## src/rtl/sram_2p_march_bist_ctrl_if.sv

```systemverilog
// Port bundle between the March C- BIST controller and one port of a 2P SRAM macro.
// The master side is the controller; the slave side is the macro/test environment.
interface sram_2p_march_bist_ctrl_if #(
  parameter int DATA_W = 32,
  parameter int ADDR_W = 8,
  parameter int CNT_W  = 8
);
  logic              START;
  logic              BUSY;
  logic              DONE;
  logic              FAIL;
  logic [ADDR_W-1:0] FAIL_ADDR;
  logic [2:0]        FAIL_ELEM;
  logic [CNT_W-1:0]  FAIL_COUNT;
  logic              BIST_EN;
  logic              BIST_MEN;
  logic              BIST_WEN;
  logic              BIST_REN;
  logic [ADDR_W-1:0] BIST_ADDR;
  logic [DATA_W-1:0] BIST_DIN;
  logic [DATA_W-1:0] BIST_BM;
  logic [DATA_W-1:0] DOUT;

  modport master (
    input  START, DOUT,
    output BUSY, DONE, FAIL, FAIL_ADDR, FAIL_ELEM, FAIL_COUNT,
    output BIST_EN, BIST_MEN, BIST_WEN, BIST_REN, BIST_ADDR, BIST_DIN, BIST_BM
  );

  modport slave (
    output START, DOUT,
    input  BUSY, DONE, FAIL, FAIL_ADDR, FAIL_ELEM, FAIL_COUNT,
    input  BIST_EN, BIST_MEN, BIST_WEN, BIST_REN, BIST_ADDR, BIST_DIN, BIST_BM
  );
endinterface

```

## src/rtl/sram_2p_march_bist_ctrl.sv

```systemverilog
// March C- BIST sequencer for one SRAM port: issues one op per cycle, compares read
// data one cycle after each read, and reports sticky pass/fail with first-fail info.
module sram_2p_march_bist_ctrl #(
  parameter int DATA_W = 32,
  parameter int ADDR_W = 8,
  parameter int CNT_W  = 8
) (
  input logic                       CLK,
  input logic                       RST,
  sram_2p_march_bist_ctrl_if.master bus
);
  typedef enum logic [1:0] {S_IDLE, S_RUN, S_DRAIN, S_DONE} state_t;

  localparam logic [ADDR_W-1:0] A_MAX  = '1;
  localparam logic [ADDR_W-1:0] A_ONE  = ADDR_W'(1);
  localparam int                STAGES = 1;

  state_t state_q, state_d;

  // Cursor for the next op to issue; last_q marks that the final op is already out.
  logic [2:0]        elem_q;
  logic [ADDR_W-1:0] addr_q;
  logic              ph_q, last_q;

  logic [2:0]        cur_e, nxt_e;
  logic [ADDR_W-1:0] cur_a, nxt_a;
  logic              cur_p, nxt_p;
  logic              two_op, cur_rd, cur_d1, down, at_end, cur_last;
  logic              start_fire, issue;

  logic              en_q, men_q, wen_q;
  logic [ADDR_W-1:0] baddr_q;
  logic [DATA_W-1:0] din_q, bm_q;
  logic [2:0]        op_elem_q;

  // vld_pipe[0] is the read-enable flop, vld_pipe[STAGES] marks DOUT ready to compare.
  logic [STAGES:0]   vld_pipe;
  logic              cmp_exp1_q;
  logic [ADDR_W-1:0] cmp_addr_q;
  logic [2:0]        cmp_elem_q;
  logic              miscmp;

  logic              fail_q;
  logic [ADDR_W-1:0] fail_addr_q;
  logic [2:0]        fail_elem_q;
  logic [CNT_W-1:0]  fail_cnt_q;

  assign start_fire = bus.START && (state_q == S_IDLE || state_q == S_DONE);
  assign issue      = start_fire || (state_q == S_RUN && !last_q);

  always_ff @(posedge CLK or posedge RST) begin
    if (RST) state_q <= S_IDLE;
    else     state_q <= state_d;
  end

  always_comb begin
    state_d = state_q;
    case (state_q)
      S_IDLE:  if (start_fire) state_d = S_RUN;
      S_RUN:   if (last_q)     state_d = S_DRAIN;
      S_DRAIN:                 state_d = S_DONE;
      S_DONE:  if (start_fire) state_d = S_RUN;
      default:                 state_d = S_IDLE;
    endcase
  end

  // Decode the op at the cursor and the cursor step after it.
  always_comb begin
    cur_e = elem_q;
    cur_a = addr_q;
    cur_p = ph_q;
    if (start_fire) begin
      cur_e = 3'd0;
      cur_a = '0;
      cur_p = 1'b0;
    end
    two_op   = (cur_e >= 3'd1) && (cur_e <= 3'd4);
    cur_rd   = (cur_e == 3'd5) || (two_op && !cur_p);
    cur_d1   = (cur_e == 3'd1) || (cur_e == 3'd3);
    down     = (cur_e == 3'd3) || (cur_e == 3'd4);
    at_end   = down ? (cur_a == '0) : (cur_a == A_MAX);
    cur_last = (cur_e == 3'd5) && (cur_a == A_MAX);
    nxt_e    = cur_e;
    nxt_a    = cur_a;
    nxt_p    = 1'b0;
    if (two_op && !cur_p) begin
      nxt_p = 1'b1;
    end else if (at_end) begin
      nxt_e = cur_e + 3'd1;
      nxt_a = (nxt_e == 3'd3 || nxt_e == 3'd4) ? A_MAX : '0;
    end else begin
      nxt_a = down ? cur_a - A_ONE : cur_a + A_ONE;
    end
  end

  always_ff @(posedge CLK or posedge RST) begin
    if (RST) begin
      elem_q    <= '0;
      addr_q    <= '0;
      ph_q      <= 1'b0;
      last_q    <= 1'b0;
      en_q      <= 1'b0;
      men_q     <= 1'b0;
      wen_q     <= 1'b0;
      vld_pipe  <= '0;
      baddr_q   <= '0;
      din_q     <= '0;
      bm_q      <= '0;
      op_elem_q <= '0;
    end else begin
      vld_pipe[STAGES:1] <= vld_pipe[STAGES-1:0];
      if (issue) begin
        en_q        <= 1'b1;
        men_q       <= 1'b1;
        wen_q       <= !cur_rd;
        vld_pipe[0] <= cur_rd;
        baddr_q     <= cur_a;
        din_q       <= (!cur_rd && cur_d1) ? '1 : '0;
        bm_q        <= cur_rd ? '0 : '1;
        op_elem_q   <= cur_e;
        elem_q      <= nxt_e;
        addr_q      <= nxt_a;
        ph_q        <= nxt_p;
        last_q      <= cur_last;
      end else begin
        en_q        <= 1'b0;
        men_q       <= 1'b0;
        wen_q       <= 1'b0;
        vld_pipe[0] <= 1'b0;
        baddr_q     <= '0;
        din_q       <= '0;
        bm_q        <= '0;
      end
    end
  end

  // Expected data, address and element follow the read by one cycle, in step with DOUT.
  always_ff @(posedge CLK or posedge RST) begin
    if (RST) begin
      cmp_exp1_q <= 1'b0;
      cmp_addr_q <= '0;
      cmp_elem_q <= '0;
    end else begin
      cmp_exp1_q <= (op_elem_q == 3'd2) || (op_elem_q == 3'd4);
      cmp_addr_q <= baddr_q;
      cmp_elem_q <= op_elem_q;
    end
  end

  assign miscmp = vld_pipe[STAGES] &&
                  (bus.DOUT != (cmp_exp1_q ? {DATA_W{1'b1}} : {DATA_W{1'b0}}));

  always_ff @(posedge CLK or posedge RST) begin
    if (RST) begin
      fail_q      <= 1'b0;
      fail_addr_q <= '0;
      fail_elem_q <= '0;
      fail_cnt_q  <= '0;
    end else if (start_fire) begin
      fail_q      <= 1'b0;
      fail_addr_q <= '0;
      fail_elem_q <= '0;
      fail_cnt_q  <= '0;
    end else if (miscmp) begin
      fail_q <= 1'b1;
      if (fail_cnt_q != '1) fail_cnt_q <= fail_cnt_q + CNT_W'(1);
      if (!fail_q) begin
        fail_addr_q <= cmp_addr_q;
        fail_elem_q <= cmp_elem_q;
      end
    end
  end

  assign bus.BUSY       = (state_q == S_RUN) || (state_q == S_DRAIN);
  assign bus.DONE       = (state_q == S_DONE);
  assign bus.FAIL       = fail_q;
  assign bus.FAIL_ADDR  = fail_addr_q;
  assign bus.FAIL_ELEM  = fail_elem_q;
  assign bus.FAIL_COUNT = fail_cnt_q;
  assign bus.BIST_EN    = en_q;
  assign bus.BIST_MEN   = men_q;
  assign bus.BIST_WEN   = wen_q;
  assign bus.BIST_REN   = vld_pipe[0];
  assign bus.BIST_ADDR  = baddr_q;
  assign bus.BIST_DIN   = din_q;
  assign bus.BIST_BM    = bm_q;
endmodule

```

## src/flat_wrapper.sv

```systemverilog
// flat-port wrapper written by rule: the top's interface ports become plain ports
module sram_2p_march_bist_ctrl_flat 
#(
  parameter int DATA_W = 32,
  parameter int ADDR_W = 8,
  parameter int CNT_W  = 8
)
  (CLK, RST, bus_START, bus_DOUT, bus_BUSY, bus_DONE, bus_FAIL, bus_FAIL_ADDR, bus_FAIL_ELEM, bus_FAIL_COUNT, bus_BIST_EN, bus_BIST_MEN, bus_BIST_WEN, bus_BIST_REN, bus_BIST_ADDR, bus_BIST_DIN, bus_BIST_BM);
  sram_2p_march_bist_ctrl_if #(.DATA_W(DATA_W), .ADDR_W(ADDR_W), .CNT_W(CNT_W)) bus_i ();
  input logic CLK;
  input logic RST;
  input wire logic [$bits(bus_i.START)-1:0] bus_START;
  input wire logic [$bits(bus_i.DOUT)-1:0] bus_DOUT;
  output wire logic [$bits(bus_i.BUSY)-1:0] bus_BUSY;
  output wire logic [$bits(bus_i.DONE)-1:0] bus_DONE;
  output wire logic [$bits(bus_i.FAIL)-1:0] bus_FAIL;
  output wire logic [$bits(bus_i.FAIL_ADDR)-1:0] bus_FAIL_ADDR;
  output wire logic [$bits(bus_i.FAIL_ELEM)-1:0] bus_FAIL_ELEM;
  output wire logic [$bits(bus_i.FAIL_COUNT)-1:0] bus_FAIL_COUNT;
  output wire logic [$bits(bus_i.BIST_EN)-1:0] bus_BIST_EN;
  output wire logic [$bits(bus_i.BIST_MEN)-1:0] bus_BIST_MEN;
  output wire logic [$bits(bus_i.BIST_WEN)-1:0] bus_BIST_WEN;
  output wire logic [$bits(bus_i.BIST_REN)-1:0] bus_BIST_REN;
  output wire logic [$bits(bus_i.BIST_ADDR)-1:0] bus_BIST_ADDR;
  output wire logic [$bits(bus_i.BIST_DIN)-1:0] bus_BIST_DIN;
  output wire logic [$bits(bus_i.BIST_BM)-1:0] bus_BIST_BM;
  assign bus_i.START = bus_START;
  assign bus_i.DOUT = bus_DOUT;
  assign bus_BUSY = bus_i.BUSY;
  assign bus_DONE = bus_i.DONE;
  assign bus_FAIL = bus_i.FAIL;
  assign bus_FAIL_ADDR = bus_i.FAIL_ADDR;
  assign bus_FAIL_ELEM = bus_i.FAIL_ELEM;
  assign bus_FAIL_COUNT = bus_i.FAIL_COUNT;
  assign bus_BIST_EN = bus_i.BIST_EN;
  assign bus_BIST_MEN = bus_i.BIST_MEN;
  assign bus_BIST_WEN = bus_i.BIST_WEN;
  assign bus_BIST_REN = bus_i.BIST_REN;
  assign bus_BIST_ADDR = bus_i.BIST_ADDR;
  assign bus_BIST_DIN = bus_i.BIST_DIN;
  assign bus_BIST_BM = bus_i.BIST_BM;
  sram_2p_march_bist_ctrl #(.DATA_W(DATA_W), .ADDR_W(ADDR_W), .CNT_W(CNT_W)) u_core (.CLK(CLK), .RST(RST), .bus(bus_i));
endmodule
```

## config.mk

```make
export PLATFORM = sky130hd
export DESIGN_NAME = sram_2p_march_bist_ctrl_flat
export DESIGN_NICKNAME = d
export VERILOG_FILES = /design/src/rtl/sram_2p_march_bist_ctrl_if.sv /design/src/rtl/sram_2p_march_bist_ctrl.sv /design/src/flat_wrapper.sv
export SDC_FILE = /design/constraint.sdc
export NUM_CORES = 1
export LEC_CHECK = 0
export ABC_AREA = 1
export BUFFER_PORTS_ARGS = -buffer_cell sky130_fd_sc_hd__buf_2
export CAP_MARGIN = 20
export CORE_MARGIN = 2
export CORE_UTILIZATION = 34
export CTS_CLUSTER_SIZE = 25
export DETAILED_ROUTE_END_ITERATION = 10
export PLACE_DENSITY = 0.64
export SETUP_SLACK_MARGIN = 0.15
export SLEW_MARGIN = 15
export SYNTH_ARGS = -nofsm -noshare
export SYNTH_HDL_FRONTEND = slang
export SYNTH_SLANG_ARGS = --single-unit
```

## constraint.sdc

```tcl
create_clock -name CLK -period 2.8 [get_ports CLK]
set_clock_uncertainty 0.1 [all_clocks]
set_input_delay 0.28 -clock CLK [delete_from_list [all_inputs] [get_ports CLK]]
set_output_delay 0.28 -clock CLK [all_outputs]
set_load 0.05 [all_outputs]
```

# Word level (Yosys, flattened, before mapping)
# Index checks and enable logic that the tools add are counted.
# totals
register_bits	126
output_inout_bits	98
wordCells	102
# op_classes
addsub	4
muxes	34
n_eq_ne	17
magnitude_cmp	2
n_reduce_logical	26
# ops
cell	n
$mux W32	5
$mux W8	12
$ne A32 B32 Y1	1
$mux W3	6
$add A8 B1 Y8 const B	2
$eq A3 B3 Y1 const B	4
$eq A3 B2 Y1 const B	3
$eq A8 B8 Y1 const B	1
$logic_not A8 Y1	1
$logic_or A1 B1 Y1	8
$mux W1	8
$ne A8 B8 Y1 const B	1
$sub A8 B1 Y8 const B	1
$logic_and A1 B1 Y1	7
$ne A2 B1 Y1 const B	3
$pmux W2 S3	1
$reduce_and A2 Y1	3
$eq A2 B2 Y1 const B	2
$mux W2	2
$reduce_bool A2 Y1	2
$add A3 B1 Y3 const B	1
$eq A3 B1 Y1 const B	1
$ge A3 B1 Y1 const B	1
$le A3 B3 Y1 const B	1
4 further kinds	6

# Longest topological paths before layout
# Gate-level depths: netlist (run 1).
# logic_depth
ltp_word	12
ltp_mapped	20
mapped_depth_nobuf	20

# Worst setup path before layout (run 1)
# OpenSTA, ideal clock, no wires.
# synth_timing
path_kind	reg-to-reg
start	register u_core.state_q[0]
end	register u_core.addr_q[6]
arrival_ns	2.853
path_stages_with_launch	19
required_ns	2.583
path_buffers	0
period_less_slack_ns	3.069
slack_ns	-0.269
cell_sequence	dfrtp_1 ha_1 nand2_4 inv_2 nor2_1 inv_1 ha_1 nand3b_2 nand2_2 inv_2 ha_1 a21oi_1 or2_2 nand3_1 nand2_1 nand3_2 nand2_1 nand2_1 nand2_1
# synth_between
elab_chain_len	10
elab_cells_between_ends	31
classes_between	3 x add/sub; 2 x order compare; 7 x eq/ne; 8 x mux; 11 x reduce/logical
# synth_lines
item	line_no	source
start, declared	sram_2p_march_bist_ctrl.sv:18	state_t state_q, state_d;
start signal, assigned	sram_2p_march_bist_ctrl.sv:53	else state_q <= state_d;
$eq A2 B2 Y1 or $logic_not A2 Y1 (tied branches)	sram_2p_march_bist_ctrl.sv:48	assign start_fire = bus.START && (state_q == S_IDLE || state_q == S_DONE);
$logic_or A1 B1 Y1 *	sram_2p_march_bist_ctrl.sv:48	
$logic_and A1 B1 Y1 *	sram_2p_march_bist_ctrl.sv:48	
$mux W3 *	sram_2p_march_bist_ctrl.sv:72	if (start_fire) begin
via u_core.cur_e[0]	sram_2p_march_bist_ctrl.sv:25	logic [2:0] cur_e, nxt_e;
$add A3 B1 Y3	sram_2p_march_bist_ctrl.sv:89	nxt_e = cur_e + 3'd1;
$eq A3 B2 Y1 or $eq A3 B3 Y1 (tied branches)	sram_2p_march_bist_ctrl.sv:90	nxt_a = (nxt_e == 3'd3 || nxt_e == 3'd4) ? A_MAX : '0;
$logic_or A1 B1 Y1	sram_2p_march_bist_ctrl.sv:90	
$mux W8	sram_2p_march_bist_ctrl.sv:90	
$mux W8	sram_2p_march_bist_ctrl.sv:88	end else if (at_end) begin
$mux W8 *	sram_2p_march_bist_ctrl.sv:86	if (two_op && !cur_p) begin
end signal, assigned	sram_2p_march_bist_ctrl.sv:122	addr_q <= nxt_a;
end, declared	sram_2p_march_bist_ctrl.sv:22	logic [ADDR_W-1:0] addr_q;
# The timed path passes the listed nets; every way through them passes the cells marked *.
# A chain may end at the register's enable or synchronous reset.

# Worst setup path in the final report (run 1)
# layout_timing
start	register u_core.state_q[1]
end	register u_core.addr_q[7]
# Same word-level chain as after synthesis.

==> results.txt, run 1 <==
Routed vias: 3422
R2r endpoint: u_core.addr_q[7]$_DFFE_PP0P_
Clk_lat worst skew: 0.32 ns
Worst path arrival time: 2.78 ns
Std cell rows: 39
Psw: 3.25 mW
Clk slew on worst S/H paths: 0.05 ns
DR iter-0 viols: 227
Kind of critical path: reg2reg
Die ar.: 12600 um^2
Reg2reg setup slack: 0.13 ns
Final TNS setup: 0 ns
Post-Syn Area: 3990 um^2
P_int: 2.80 mW
First-pass GRT wire length: 15.0 mm
Hold Fails Final Rpt: 0
Static Leak: 2.83 nW
Initial Util: 34.9%
Routed Antenna Nets: 0
Seq/Total Area, Yosys: 39.6%
Initial antenna violation count: 0
Clock share of power: 17.8%
Comb power frac: 60.2%
Routed wire length: 9.29 mm
Largest cells by area after synthesis: dfrtp_1, buf_4, nand2_1, nand3_1, nor2_1
DIE WIDTH: 112 um
Status: finished, final reports clean
Most frequent cells in the layout: buf_2, nand2_1, dfrtp_1
Die Height: 112 um
Crit path required time: 2.91 ns
Clock buffer depth: 2
Largest net degree at the start of global routing: 64
Post-Syn Instances: 492
Design area: 4920 um^2
Max_cap viols: 0
Layout Area Growth over Synthesis: 23.5%
Fmax: 375 MHz
Sw Ratio: 53.7%
CP Capture Type: register
Drt wl/cell: 12.8 um
Slew margin rel.: 47.0%
Design Power: 6.04 mW
N_diodes: 0
Area share of the largest cell type after synthesis: 39.6%
Max-slew violations: 0
RSZ-0062 raised after global routing: true
Flop pwr share: 22.1%
Flip-flop and latch area: 1580 um^2
PwrDens: 1230 nW/um^2
Ratio of cells with drive above 1 in the final layout: 38.5%
CTS buffer count: 9
Setup crit start kind: register
Clock period minus worst slack: 2.67 ns
Port Buf Inserts: 132
Sink Count: 63
Routed vias/inst: 4.70
TritonRoute pass-1 iters: 5
Crit share post-route: 95.3%
Clock H-tree levels: 3
Yosys warns: 0
Placed cell area: 4440 um^2
Synth unique cells: 36
Final setup vio count: 0
GPL Wtd Cong: 0.845
DRC Markers: 0
Leading area contributor after synthesis: dfrtp_1
Peak supply drop: 1410 uV
CTS tree: done
Yosys reg bits: 63
Multi-input logic area: 1870 um^2
Synth Net Count: 541
DP HPWL: 6.64 mm
Root Driver: clkbuf_16
Total track usage: 14.5%
Most common cell after layout, fill and taps aside: buf_2
Hold WC Path Type: in2async
Core Region: 11400 um^2
I/O Pins: 133
Crit-path max FO: 4
Reg2Reg Depth: 20
GRT overflow: 0
Mean Syn Cell Area: 8.10 um^2
Nets: 629
Fill count: 1101
Worst-Margin Slew: 0.795 ns
Worst R2R Start: u_core.state_q[1]$_DFFE_PP0P_
Vias in the first global route: 3158
power groups by stage:
stage | combinational (mW) | sequential, mW | clock, mW
2_1_floorplan | 2.82 | 1.56 | 0
3_3_place_gp | 3.34 | 1.34 | 0
3_5_place_dp | 3.38 | 1.35 | 0
4_1_cts | 3.54 | 1.34 | 1.10
5_1_grt | 3.91 | 1.37 | 1.13
6_report | 3.63 | 1.33 | 1.07
kinds of logic (layout without fill, tap and decap cells):
logic type,count (synthesis),after routing,share of synthesized area [%]
DFF,63,63,39.6
adders and majority gates,14,14,4.58
and+or+nand+nor,251,251,30.9
buffers and inverters,120,213,18.0
xor gates and xnor gates,8,8,1.76
AOI/OAI and AO/OA,36,36,5.24
metal layers:
metal	GRT usage, %	vias up	part of all wire, %
li1	-	1699	-
met3	2.92	10	5.4
met2	25.2	113	50
met5	0	-	0
met4	5.37	0	1.4
met1	17.8	1600	43
cells in the mapped netlist (all sizes together):
| cell | number |
|---|---|
| nand4 | 23 |
| nand3b | 8 |
| nand2 | 120 |
| nand3 | 41 |
| dfrtp | 63 |
| nor2 | 48 |
| clkinv | 1 |
| nor3 | 6 |
| clkbuf | 4 |
| inv | 43 |
| a21oi | 7 |
| buf | 72 |
| or2 | 5 |
| o21ai | 25 |
| o21a | 2 |
| fa | 1 |
| ha | 13 |
| xor2 | 7 |
| o21bai | 1 |
| xnor2 | 1 |
| a21boi | 1 |
registers in the layout, indices dropped and copies added (netlist names):
name                   cells
u_core.bus.BIST_ADDR       8
u_core.bus.FAIL_ELEM       3
u_core.cmp_addr_q          8
u_core.bus.FAIL_ADDR       8
u_core.bus.FAIL_COUNT      8
u_core.vld_pipe            2
u_core.state_q             2
u_core.op_elem_q           3
u_core.bus.BIST_BM         1
u_core.cmp_elem_q          3
u_core.cmp_exp1_q          1
u_core.last_q              1
u_core.bus.BIST_DIN        1
u_core.bus.FAIL            1
u_core.bus.BIST_EN         1
u_core.ph_q                1
u_core.elem_q              3
u_core.addr_q              8
worst max-delay path by stage:
stage | cells past startpoint | startpoint | to
global route | 20 | u_core.state_q[1]$_DFFE_PP0P_ | u_core.addr_q[7]$_DFFE_PP0P_
CTS | 19 | u_core.state_q[0]$_DFFE_PP0P_ | u_core.addr_q[7]$_DFFE_PP0P_
global placement | 18 | u_core.state_q[1]$_DFFE_PP0P_ | u_core.addr_q[7]$_DFFE_PP0P_
detailed placement | 20 | u_core.state_q[1]$_DFFE_PP0P_ | u_core.addr_q[7]$_DFFE_PP0P_
finish | 20 | u_core.state_q[1]$_DFFE_PP0P_ | u_core.addr_q[7]$_DFFE_PP0P_
floorplan | 19 | u_core.state_q[1]$_DFFE_PP0P_ | u_core.addr_q[6]$_DFFE_PP0P_
cell type report:
class | instances | area share [%]
clock buffers | 10 | 4.65
clock inverters | 6 | 1.25
flip-flops and latches | 63 | 32.0
well taps | 143 | 3.64
multi-input cells | 309 | 38.0
repair inverters | 1 | 0.127
repair buffers | 152 | 16.6
inverters | 44 | 3.71
critical path, cell delays in order, from the launching register on:
cell	delay [ns]
dfrtp_1	0.40
inv_2	0.08
ha_4	0.22
nand2_8	0.09
inv_8	0.04
nor2_4	0.10
inv_2	0.07
ha_4	0.15
nand3b_4	0.16
nand2_4	0.13
inv_4	0.06
ha_1	0.32
nand2_1	0.08
nor2_1	0.14
nand2_2	0.09
nand2_2	0.08
nand2_2	0.05
nand3_2	0.06
nand2_1	0.06
nand2_1	0.06
nand2_1	0.05
through the flow:
step / hold WS [ns] / utilization, % / worst slack (ns) / cells
floorplan: 0.269 / - / 0.165 / 492
global placement: 0.257 / 38.9 / 0.147 / 698
detailed placement: 0.257 / 38.9 / 0.0542 / 698
CTS: 0.112 / 42.5 / 0.151 / 723
global route: 0.186 / 43.1 / -0.0150 / 728
finish: 0.0831 / 43.1 / 0.130 / 728
what timing repair did:
action | in CTS | in global routing
buffers inserted | 8 | 5
endpoints found under the setup margin | 6 | 8
hold buffers | 0 | 0
cloned | 1 | 0
resized for setup | 10 | 7
pin swaps | 9 | 15
No activity file was read; power rests on OpenSTA's default activity.
==> inputs of run 2 (changes only) <==
--- a/config.mk
+++ b/config.mk
@@ -12,6 +12,7 @@
 export CORE_UTILIZATION = 34
 export CTS_CLUSTER_SIZE = 25
 export DETAILED_ROUTE_END_ITERATION = 10
+export GPL_TIMING_DRIVEN = 0
 export PLACE_DENSITY = 0.64
 export SETUP_SLACK_MARGIN = 0.15
 export SLEW_MARGIN = 15
==> run 2 against run 1 <==
Net effect: die area stayed put; cell count up 11%; utilization increased by 5.6 points; setup slack better by 0.0086 ns; critical path depth decreased by 1; power rose by 9.5%; sequential power hardly changed; count of clock-buffer cells in the layout is the same; clock power increased by 9%; routed wire length rose by 10%; sequential share of layout area fell by 3.7 points; critical endpoint unchanged; largest cell class unchanged; largest power group unchanged.
==> results.txt, run 2 (synthesized netlist as in run 1, its figures left out) <==
Routed Antenna Nets: 0 (unchanged)
Sink Count: 63 (unchanged)
Worst path depth: 19 (-5.0%)
Hold Fails Final Rpt: 0 (unchanged)
Root Driver: clkbuf_16
Comb power frac: 61.9% (+1.7 points)
Clock buffer depth: 2 (unchanged)
Fmax: 376 MHz (+0.32%)
Hold WC Path Type: reg2reg
Kind of critical path: reg2reg
CTS buffer count: 9 (unchanged)
Crit path cell chain: ha_4 > nand2_8 > inv_8 > nor2_4 > ha_1 > inv_1 > nand2_2 > nand2_8 > inv_8 > ha_4 > nand2_4 > o21ai_4 > nand2_1 > nand2_1 > nand2_1 > nand3_2 > nand2_1 > nand2_1 > nand2_1
Crit path buffers/inverters: 3 (-1)
Largest net degree at the start of global routing: 64 (unchanged)
First-pass GRT wire length: 16.7 mm (+11%)
Psw: 3.35 mW (+3.2%)
GPL Wtd Cong: 0.839 (-0.71%)
Clock period minus worst slack: 2.66 ns (-0.00859 ns)
Initial antenna violation count: 0 (unchanged)
Reg2reg setup slack: 0.14 ns (about the same)
Slack of the critical path: 0.139 ns (+0.00860 ns)
Status: finished, final reports clean
DR iter-0 viols: 401 (+77%)
Clk slew on worst S/H paths: 0.05 ns (about the same)
Hold_ws: 0.276 ns (+0.193 ns)
Setup crit end: u_core.addr_q[7]$_DFFE_PP0P_
DIE WIDTH: 112 um (unchanged)
Drt wl/cell: 12.7 um (-0.86%)
P_int: 3.27 mW (+17%)
Routed wire length: 10.2 mm (+10%)
Clock share of power: 17.8% (about the same)
Clock H-tree levels: 3 (unchanged)
DP HPWL: 7.41 mm (+12%)
Layout Area Growth over Synthesis: 39.6%
Sw Ratio: 50.6% (-3.1 points)
Worst path arrival time: 2.78 ns (about the same)
Static Leak: 3.25 nW (+15%)
CP Capture Type: register
Die Height: 112 um (unchanged)
Nets: 710 (+13%)
Vias in the first global route: 3479 (+10%)
Placement Setup Slack: -0.0905 ns (-0.145 ns)
Std cell rows: 39 (unchanged)
PwrDens: 1190 nW/um^2 (-3.2%)
Crit-path max FO: 5 (+1)
RSZ-0062 raised after global routing: true
Critical path's slowest cell: dfrtp_1
DRC Markers: 0 (unchanged)
Setup crit start kind: register
Most common cell after layout, fill and taps aside: buf_2
Final TNS setup: 0 ns (unchanged)
Routed vias: 3735 (+9.1%)
Design Power: 6.62 mW (+9.5%)
Peak supply drop: 1270 uV (-9.7%)
R2r endpoint: u_core.addr_q[7]$_DFFE_PP0P_
TritonRoute pass-1 iters: 5 (unchanged)
CTS tree: done
Crit share post-route: 95.0% (-0.31 points)
Finished Layout Cells: 809 (+11%)
Top delay family on crit path: simple AND/OR/NAND/NOR gates
GRT overflow: 0 (unchanged)
Reg2Reg Depth: 19 (-5.0%)
Most frequent cells in the layout: buf_2, nand2_1, buf_4
Ratio of cells with drive above 1 in the final layout: 45.0% (+6.6 points)
Worst R2R Start: u_core.state_q[0]$_DFFE_PP0P_
Final setup vio count: 0 (unchanged)
Max_cap viols: 0 (unchanged)
Dpl cells: 768 (+10%)
I/O Pins: 133 (unchanged)
CP most frequent cell: nand2_1
Worst-Margin Slew: 0.940 ns (+0.145 ns)
Total track usage: 16.0% (+1.5 points)
Die ar.: 12600 um^2 (unchanged)
Port Buf Inserts: 132 (unchanged)
Flop pwr share: 20.3% (-1.8 points)
Core Region: 11400 um^2 (unchanged)
Initial Util: 34.9% (unchanged)
N_diodes: 0 (unchanged)
Crit path required time: 2.92 ns (about the same)
CP startpoint: u_core.state_q[0]$_DFFE_PP0P_
Clk_lat worst skew: 0.33 ns (about the same)
Max-slew violations: 0 (unchanged)
Routed vias/inst: 4.62 (-1.8%)
Hold Crit Start: u_core.bus.BIST_ADDR[2]$_DFF_PP0_
CP peak stage delay: 0.41 ns (about the same)
Slew margin rel.: 37.3% (-9.6 points)
## run 2: cell types whose count changed in the layout (fill, tap and decap cells not counted), moves of 2 or more
cell,before,now
buf_2,132,136
inv_4,2,4
clkbuf_1,1,5
nand2_2,11,8
buf_4,19,88
nand2_1,102,105
inv_2,6,4
## run 2: routing by layer
metal / share of wire [%] / wire length, um / GRT usage [%] / up-vias
met5: 0 / 0 / 0 / -
met1: 42 / 4250 / 19.0 / 1709
met4: 2.0 / 205 / 5.53 / 0
li1: - / - / - / 1871
met3: 5.8 / 591 / 3.13 / 18
met2: 51 / 5190 / 28.9 / 137
## run 2: layout make-up
cell class	count	area (um^2)
Clock inverter	6	83.8
Inverter	44	188
Fill cell	1078	5850
Buffer	76	549
Clock buffer	10	229
Timing Repair Buffer	157	871
Sequential cell	63	1580
Timing Repair inverter	1	6.26
Tap cell	143	179
Multi-Input combinational cell	309	1880
## run 2: worst min path at each step
stage | endpoint | slack [ns] | cells after the start
floorplan | u_core.cmp_elem_q[0]$_DFF_PP0_ | 0.27 | 0
global placement | u_core.cmp_addr_q[2]$_DFF_PP0_ | 0.26 | 0
detailed placement | u_core.cmp_addr_q[2]$_DFF_PP0_ | 0.26 | 0
CTS | u_core.cmp_addr_q[2]$_DFF_PP0_ | 0.28 | 0
global route | u_core.cmp_addr_q[0]$_DFF_PP0_ | 0.29 | 0
finish | u_core.cmp_addr_q[2]$_DFF_PP0_ | 0.28 | 0
## run 2: power groups by stage
stage          Combinational [mW]  Sequential (mW)  Clock (mW)
5_1_grt                      4.39             1.39        1.24
6_report                     4.10             1.35        1.17
4_1_cts                      4.06             1.35        1.19
3_3_place_gp                 3.74             1.35           0
3_5_place_dp                 3.79             1.36           0
2_1_floorplan                2.82             1.56           0
## run 2: worst register-to-register path, stage by stage, from the launching register on
cell	delay, ns
dfrtp_1	0.41
ha_4	0.32
nand2_8	0.07
inv_8	0.07
nor2_4	0.04
ha_1	0.22
inv_1	0.07
nand2_2	0.10
nand2_8	0.12
inv_8	0.06
ha_4	0.30
nand2_4	0.05
o21ai_4	0.17
nand2_1	0.09
nand2_1	0.07
nand2_1	0.06
nand3_2	0.06
nand2_1	0.07
nand2_1	0.08
nand2_1	0.04
## run 2: what timing repair did
item                                    CTS  global route
buffers inserted                         20             3
cloned                                    1             0
endpoints found under the hold margin    63             0
hold buffers                              1             0
resized for setup                        16             2
endpoints found under the setup margin    6             8
pin swaps                                24            10
## run 2: per-stage QoR
| step | utilization [%] | area, um^2 |
|---|---|---|
| detailed placement | 43.5 | 4960 |
| finish | 48.7 | 5560 |
| global placement | 43.2 | 4930 |
| floorplan | - | 4100 |
| CTS | 48.4 | 5530 |
| global route | 48.7 | 5560 |
